==> config.mk <==
export PLATFORM = sky130hd
export DESIGN_NAME = ele_motion_ctrl
export DESIGN_NICKNAME = d
export VERILOG_FILES = /design/src/rtl/ele_motion_ctrl.sv
export SDC_FILE = /design/constraint.sdc
export NUM_CORES = 1
export LEC_CHECK = 0
export CAP_MARGIN = 10
export CORE_ASPECT_RATIO = 0.8
export CORE_MARGIN = 1
export CORE_UTILIZATION = 55
export CTS_BUF_LIST = sky130_fd_sc_hd__clkbuf_8
export CTS_CLUSTER_SIZE = 16
export DETAILED_ROUTE_END_ITERATION = 6
export PLACE_DENSITY = 0.92
export RECOVER_POWER = 25
export SYNTH_ARGS = -nofsm -noshare
export SYNTH_HDL_FRONTEND = slang
export SYNTH_SLANG_ARGS = --single-unit
export TNS_END_PERCENT = 1
==> constraint.sdc <==
create_clock -name clk -period 2.9 [get_ports clk]
set_clock_uncertainty 0.1 [all_clocks]
set_input_delay 0.725 -clock clk [delete_from_list [all_inputs] [get_ports clk]]
set_output_delay 0.725 -clock clk [all_outputs]
set_load 0.01 [all_outputs]
==> src/rtl/ele_motion_ctrl.sv <==
// ele_motion_ctrl
//   Car motion and door sequencer for a 4-storey elevator. It moves a one-hot
//   car position one floor at a time with timed travel, runs the door cycle
//   (opening, open dwell, closing) at each stop, and returns a served-floor
//   pulse so that the request processor can cancel the request it satisfied.
//
// Ports
//   clk        in   system clock (32 Hz), rising edge
//   rst_n      in   asynchronous active-low reset
//   ud_mode    in   [1:0] 00 stop, 01 up, 10 down, 11 treated as stop
//   stop_req   in   [3:0] pending requests per floor, bit0 = floor 1
//   open_btn   in   in-car door-open button (level)
//   close_btn  in   in-car door-close button (level)
//   obstruct   in   door-edge obstruction sensor (level)
//   position   out  [3:0] one-hot car floor
//   motor_up   out  high while moving up
//   motor_dn   out  high while moving down
//   door_open  out  high while the door is fully open
//   arrive     out  1-cycle pulse on each floor-boundary crossing
//   served     out  [3:0] 1-cycle copy of position on entry to the open state
//   state      out  [2:0] IDLE=0 MOVE_UP=1 MOVE_DN=2 OPENING=3 OPEN=4 CLOSING=5
module ele_motion_ctrl #(
  parameter int FLOOR_TICKS     = 64,
  parameter int DOOR_MOVE_TICKS = 32,
  parameter int DOOR_TICKS      = 96
) (
  input  logic       clk,
  input  logic       rst_n,
  input  logic [1:0] ud_mode,
  input  logic [3:0] stop_req,
  input  logic       open_btn,
  input  logic       close_btn,
  input  logic       obstruct,
  output logic [3:0] position,
  output logic       motor_up,
  output logic       motor_dn,
  output logic       door_open,
  output logic       arrive,
  output logic [3:0] served,
  output logic [2:0] state
);

  typedef enum logic [2:0] {
    IDLE    = 3'd0,
    MOVE_UP = 3'd1,
    MOVE_DN = 3'd2,
    OPENING = 3'd3,
    OPEN    = 3'd4,
    CLOSING = 3'd5
  } stateT;

  // Terminal counts: a phase lasting N ticks ends when cnt reaches N-1.
  localparam logic [7:0] FLOOR_LAST = 8'(FLOOR_TICKS - 1);
  localparam logic [7:0] DMOVE_LAST = 8'(DOOR_MOVE_TICKS - 1);
  localparam logic [7:0] DWELL_LAST = 8'(DOOR_TICKS - 1);

  stateT      curState;
  stateT      nxtState;
  logic [7:0] cnt;
  logic [7:0] nxtCnt;
  logic [3:0] nxtPos;
  logic [3:0] stepPos;
  logic [3:0] endPos;
  logic [1:0] dirMode;
  logic       nxtArrive;
  logic [3:0] nxtServed;
  logic       hitNow;

  // Shifts saturate at the shaft ends so the car can never leave the shaft.
  function automatic logic [3:0] shiftUp(input logic [3:0] p);
    return (p == 4'b1000) ? p : {p[2:0], 1'b0};
  endfunction

  function automatic logic [3:0] shiftDn(input logic [3:0] p);
    return (p == 4'b0001) ? p : {1'b0, p[3:1]};
  endfunction

  function automatic logic isOneHot(input logic [3:0] p);
    return (p != 4'b0000) && ((p & (p - 4'b0001)) == 4'b0000);
  endfunction

  assign hitNow = |(stop_req & position);
  assign state  = curState;

  // Next-state, counter, position and pulse computation.
  always_comb begin
    nxtState  = curState;
    nxtCnt    = cnt + 8'd1;
    nxtPos    = position;
    nxtArrive = 1'b0;
    nxtServed = 4'b0000;
    stepPos   = position;
    endPos    = 4'b1000;
    dirMode   = 2'b01;
    if (!isOneHot(position)) begin
      // A corrupted position cannot be trusted: park at floor 1 with the car stopped.
      nxtState = IDLE;
      nxtPos   = 4'b0001;
      nxtCnt   = 8'd0;
    end else begin
      case (curState)
        IDLE: begin
          nxtCnt = 8'd0;
          if (hitNow || open_btn) begin
            nxtState = OPENING;
          end else if ((ud_mode == 2'b01) && (position != 4'b1000)) begin
            nxtState = MOVE_UP;
          end else if ((ud_mode == 2'b10) && (position != 4'b0001)) begin
            nxtState = MOVE_DN;
          end else begin
            nxtState = IDLE;
          end
        end
        MOVE_UP, MOVE_DN: begin
          if (cnt == FLOOR_LAST) begin
            if (curState == MOVE_UP) begin
              stepPos = shiftUp(position);
              endPos  = 4'b1000;
              dirMode = 2'b01;
            end else begin
              stepPos = shiftDn(position);
              endPos  = 4'b0001;
              dirMode = 2'b10;
            end
            nxtPos    = stepPos;
            nxtArrive = 1'b1;
            nxtCnt    = 8'd0;
            // Stop decisions look at the floor just reached, not the one left.
            if (|(stop_req & stepPos)) begin
              nxtState = OPENING;
            end else if ((stepPos == endPos) || (ud_mode != dirMode)) begin
              nxtState = IDLE;
            end else begin
              nxtState = curState;
            end
          end else begin
            nxtState = curState;
          end
        end
        OPENING: begin
          if (cnt == DMOVE_LAST) begin
            nxtState  = OPEN;
            nxtCnt    = 8'd0;
            nxtServed = position;
          end else begin
            nxtState = OPENING;
          end
        end
        OPEN: begin
          if (open_btn || obstruct) begin
            nxtCnt = 8'd0;
          end else if (close_btn || (cnt == DWELL_LAST)) begin
            nxtState = CLOSING;
            nxtCnt   = 8'd0;
          end else begin
            nxtState = OPEN;
          end
        end
        CLOSING: begin
          if (obstruct || open_btn) begin
            nxtState = OPENING;
            nxtCnt   = 8'd0;
          end else if (cnt == DMOVE_LAST) begin
            nxtState = IDLE;
            nxtCnt   = 8'd0;
          end else begin
            nxtState = CLOSING;
          end
        end
        default: begin
          nxtState = IDLE;
          nxtCnt   = 8'd0;
        end
      endcase
    end
  end

  // State register with outputs decoded from the next state so they are registered.
  always_ff @(posedge clk or negedge rst_n) begin
    if (!rst_n) begin
      curState  <= IDLE;
      cnt       <= 8'd0;
      position  <= 4'b0001;
      motor_up  <= 1'b0;
      motor_dn  <= 1'b0;
      door_open <= 1'b0;
      arrive    <= 1'b0;
      served    <= 4'b0000;
    end else begin
      curState  <= nxtState;
      cnt       <= nxtCnt;
      position  <= nxtPos;
      motor_up  <= (nxtState == MOVE_UP);
      motor_dn  <= (nxtState == MOVE_DN);
      door_open <= (nxtState == OPEN);
      arrive    <= nxtArrive;
      served    <= nxtServed;
    end
  end

endmodule
# [Word level (Yosys, flattened, before mapping)]
# Cells that the tools add are included.
[totals] input_bits=11 mem_count=0 latchBits=0 ram_bits=0 output_inout_bits=15 register_bits=23 romBits=0
[classes] n_reduce_logical=14 mul=0 n_addsub=2 eq_ne=21 shifts=0 div=0 magnitude_cmp=0 mux=43 bitwise=3
[op_table] operator="$mux 4" n=16
[op_table] operator="$mux 8" n=6
[op_table] operator="$pmux 8 s4" n=1
[op_table] operator="$mux 3" n=8
[op_table] operator="$pmux 3 s5" n=1
[op_table] operator="$mux 2" n=7
[op_table] operator="$and 4x4->4" n=3
[op_table] operator="$eq 3x2->1 const B" n=3
[op_table] operator="$eq 3x3->1 const B" n=3
[op_table] operator="$add 8x1->8 const B" n=1
[op_table] operator="$eq 8x5->1 const B" n=1
[op_table] operator="$eq 8x6->1 const B" n=1
[op_table] operator="$eq 8x7->1 const B" n=1
[op_table] operator="$reduce_or 4->1" n=2
[op_table] operator="$eq 3x1->1 const B" n=2
[op_table] operator="$eq 4x1->1 const B" n=1
[op_table] operator="$eq 4x4->1" n=1
[op_table] operator="$eq 4x4->1 const B" n=1
[op_table] operator="$logic_not 4->1" n=1
[op_table] operator="$logic_or 1x1->1" n=4
[op_table] operator="$mux 1" n=4
[op_table] operator="$ne 2x1->1 const B" n=2
[op_table] operator="$ne 4x1->1 const B" n=1
[op_table] operator="$ne 4x4->1 const B" n=1
[op_table] operator="other kinds (9)" n=11

# [Depth between registers and ports, before layout]
[depth] word_depth=14 depth_mapped=7

# [Least setup slack after synthesis]
# Ideal clock, no wire load.
[synth_path] path_type="flip-flop to flip-flop" from="register cnt[0]" to="register motor_dn" path_buffers=1 slack_ns=0.845 path_stages_with_launch=8 t_arrival_ns=1.860 cell_sequence="dfrtp_1 ha_1 and4_1 buf_4 and2_1 a31o_2 or2_2 nor4_2"
[synth_between] elab_chain_len=7 elab_cells_between_ends=13 cone_classes="eq/ne (4); mux (8); reduce/logical (1)"
[synth_lines] item="from (decl)" line_no="59" text="logic [7:0] cnt;"
[synth_lines] item="from (signal assigned)" line_no="191" text="cnt <= nxtCnt;"
[synth_lines] item="$eq 8x7->1" line_no="152" text="end else if (close_btn || (cnt == DWELL_LAST)) begin"
[synth_lines] item="$logic_or 1x1->1" line_no="152"
[synth_lines] item="$mux 1" line_no="152"
[synth_lines] item="$mux 3" line_no="150" text="if (open_btn || obstruct) begin"
[synth_lines] item="$pmux 3 s5 *" line_no="101" text="case (curState)"
[synth_lines] item="$mux 3 *" line_no="95" text="if (!isOneHot(position)) begin"
[synth_lines] item="$eq 3x2->1 *" line_no="194" text="motor_dn <= (nxtState == MOVE_DN);"
[synth_lines] item="to (signal assigned)" line_no="194"
[synth_lines] item="to (decl)" line_no="36" text="output logic motor_dn,"
# Every way passes the cells marked *; elsewhere a longest branch is shown, timed or not.
# A chain may end at the register's enable or synchronous reset.

# [Final worst setup path]
[layout_path] from="register curState[1] (netlist: state[1])" to="output state[1]"
[layout_rtl] item="from (decl)" line_no="57" text="stateT curState;"
[layout_rtl] item="from (signal assigned)" line_no="190" text="curState <= nxtState;"
[layout_rtl] item="to (decl)" line_no="40" text="output logic [2:0] state"
# No word-level cell between the ends.

==> flow_summary.yaml <==
place:
  gp_congestion: 0.906
  place_inst: 221
  placed_cell_area_mm2: 0.00177
  dp_hpwl_um: 2630
  place_ws_ps: 317
  port_buffers: 25
clock_network:
  cts_tree: "yes"
  cts_buffer_depth: 2
  numCtsBuffers: 3
  clk_pin_slew_ps: 80
  clock_latency_ps: 270
  clock-root-buffer: "clkbuf_8"
  cts_setup_buffers: 0
  clock-sinks: 23
  postCtsHoldBufs: 0
  cts_resized: 0
  cts.htree.levels: 1
detailed_routing:
  wirelength_um: 3510
  first_pass_iters: 4
  wire_per_inst_um: 15.6
  ant_nets: 0
  drc: 0
  vias_per_cell: 6.25
  drt_iter0_markers: 83
  via_count: 1407
setup_path:
  crit_fanout: 14
  r2r_cells: 4
  path_class: "flip-flop to output pin"
  worst_path_largest_cell_delay_ps: 660
  critical-path-slowest-cell: "dfrtp_1"
  arrival_ps: 1560
  crit_required_ps: 2080
  r2r_setup_slack_ps: 590
  crit_path_end_kind: "output pin"
  worst_setup_path_start_kind: "flip-flop"
  r2r-start: "state[1]"
  timing.rr.end: "motor_up"
  crit_buf_inv: 1
  crit_chain: "clkdlybuf4s50_1"
  critPathTopFamily: "flip-flops"
logic_synthesis:
  syn_avg_cell_area_um2: 9.03
  synth_seq_area_share_pct: 37.8
  yosysMostFrequentCell: "dfrtp_1"
  synthesis.nets: 181
  yosys-top-cells-area: "dfrtp_1 36%, nor2_1 4.7%, a21oi_1 3.6%"
  syn_area_mm2: 0.00153
  synth_edf_count: 0
  synth-async-reset-ratio_pct: 100
  yosys_register_bits: 23
  synth_warnings: 0
  yosys-top-cells-count: "22 x dfrtp_1, 19 x nor2_1, 11 x a21oi_1, 11 x nand2_1"
  synth_top_cell_by_area: "dfrtp_1"
  synth_top_cell_area_share_pct: 36.1
  yosysUniqueCellTypes: 58
  synth_ff_type: "dfrtp_1"
  syn_inst: 169
floorplan:
  io_pins: 26
  die_area_mm2: 0.00299
  num_rows: 16
  die_w_um: 60.9
  start_util_pct: 60.0
  dieHeight_um: 49.1
  core_mm2: 0.00254
sta:
  fin_tns_setup_ps: 0
  drv_slew: 0
  relSlewSlack_pct: 19.8
  hold_viol: 0
  finalCritPeriodShare_pct: 82.1
  period_minus_slack_ps: 2380
  layout_setup_ws_ps: 519
  timing.fmax_mhz: 420
  setup_viol: 0
  worst_slew_pin_slew_ps: 1200
  rsz0062_at_grt: "false"
global_routing:
  antenna_found_initial: 0
  grt_max_degree: 24
  grt_usage_pct: 26.8
  grt_pass1_vias: 1300
  overflow: 0
  grt_pass1_wl_um: 5960
worst_hold_path:
  hold_path_depth: 1
  holdPathEnd: "cnt[0]"
  hp-start: "cnt[0]"
  hold_path.class: "flip-flop to flip-flop"
pwr:
  p_leak_nw: 0.746
  ir_drop_mv: 0.284
  p_per_area_mw_per_mm2: 603
  finalPower_mw: 1.09
cells_and_area:
  nNetsFinal: 202
  fin_area_mm2: 0.00181
  drive_above_1_share_pct: 13.8
  diodes: 0
  instances_no_fill: 225
  area_growth_pct: 18.6
run_status:
  status: "finished, final reports clean"
run:
  maxCapViolCount: 0
## report_power, final
part / switching (mW) / internal, mW / leakage, nW
Clock: 0.103 / 0.0959 / 0.0255
Sequential: 0.0815 / 0.367 / 0.307
Combinational: 0.240 / 0.205 / 0.414
Total: 0.424 / 0.668 / 0.746
## per-layer routing
metal  global-route usage, %  part of all wire, %  vias up  routed length [µm]
li1                        -                    -      649                   -
met1                    36.9                   43      664                1510
met2                    39.6                   45       80                1580
met3                    7.96                  8.4       14                 295
met4                    9.85                  3.5        0                 123
met5                       0                    0        -                   0
## flip-flops by register name, indices dropped and copies added (netlist names)
register   cells
arrive         1
cnt            8
door_open      1
motor_dn       1
motor_up       1
position       4
served         4
state          3
## placed cells by master (no fill, tap or decap), types with 3 or more instances in the layout
master           synthesis  layout
dfrtp_1                 22      22
nand2_1                 11      11
nand3_1                  7       7
nand2b_1                 4       4
o21ai_0                  7       7
xor2_1                   5       5
clkbuf_8                 0       3
and2_1                   3       3
nor3b_1                  3       3
or3_1                    4       4
and3_1                   3       3
nor2_1                  19      19
inv_1                    4       4
clkdlybuf4s50_1          0      24
nor3_1                   4       4
a21oi_1                 11      11
xnor2_1                  3       3
nor4_2                   3       3
## worst max-delay path by stage
stage / startpoint / endpoint / slack (ps) / cells past startpoint
detailed placement: stop_req[2] / door_open / 320 / 6
CTS: position[0] / position[0] / 540 / 1
floorplan: cnt[0] / motor_dn / 840 / 7
global placement: open_btn / cnt[6] / 370 / 5
finish: state[1] / state[1] / 520 / 1
global route: state[0] / motor_up / 430 / 4
## metrics by stage
stage / hold slack, ps / utilization, %
floorplan: 329 / -
global placement: 372 / 69.5
detailed placement: 379 / 69.5
CTS: 396 / 71.4
global route: 403 / 71.2
finish: 393 / 71.2
## cell type report
| type | count | area [µm²] |
|---|---|---|
| timing repair buffer | 26 | 254 |
| clock buffer | 3 | 41.3 |
| sequential | 23 | 577 |
| clock inverter | 1 | 5.00 |
| multi-input combinational | 132 | 873 |
| fill | 199 | 732 |
| inverter | 4 | 15.0 |
| tap | 36 | 45.0 |
## logic make-up (layout without fill, tap and decap cells)
kind of cell               count (synthesis)  after routing  synth area share [%]
adders and majority gates                  1              1                 0.820
buffers and inverters                     14             34                  5.00
AOI/OAI and AO/OA                         39             39                  17.1
xor gates and xnor gates                   8              8                  4.59
DFF                                       23             23                  37.8
and+or+nand+nor                           84             84                  34.7
(Power assumes the default switching activity.)
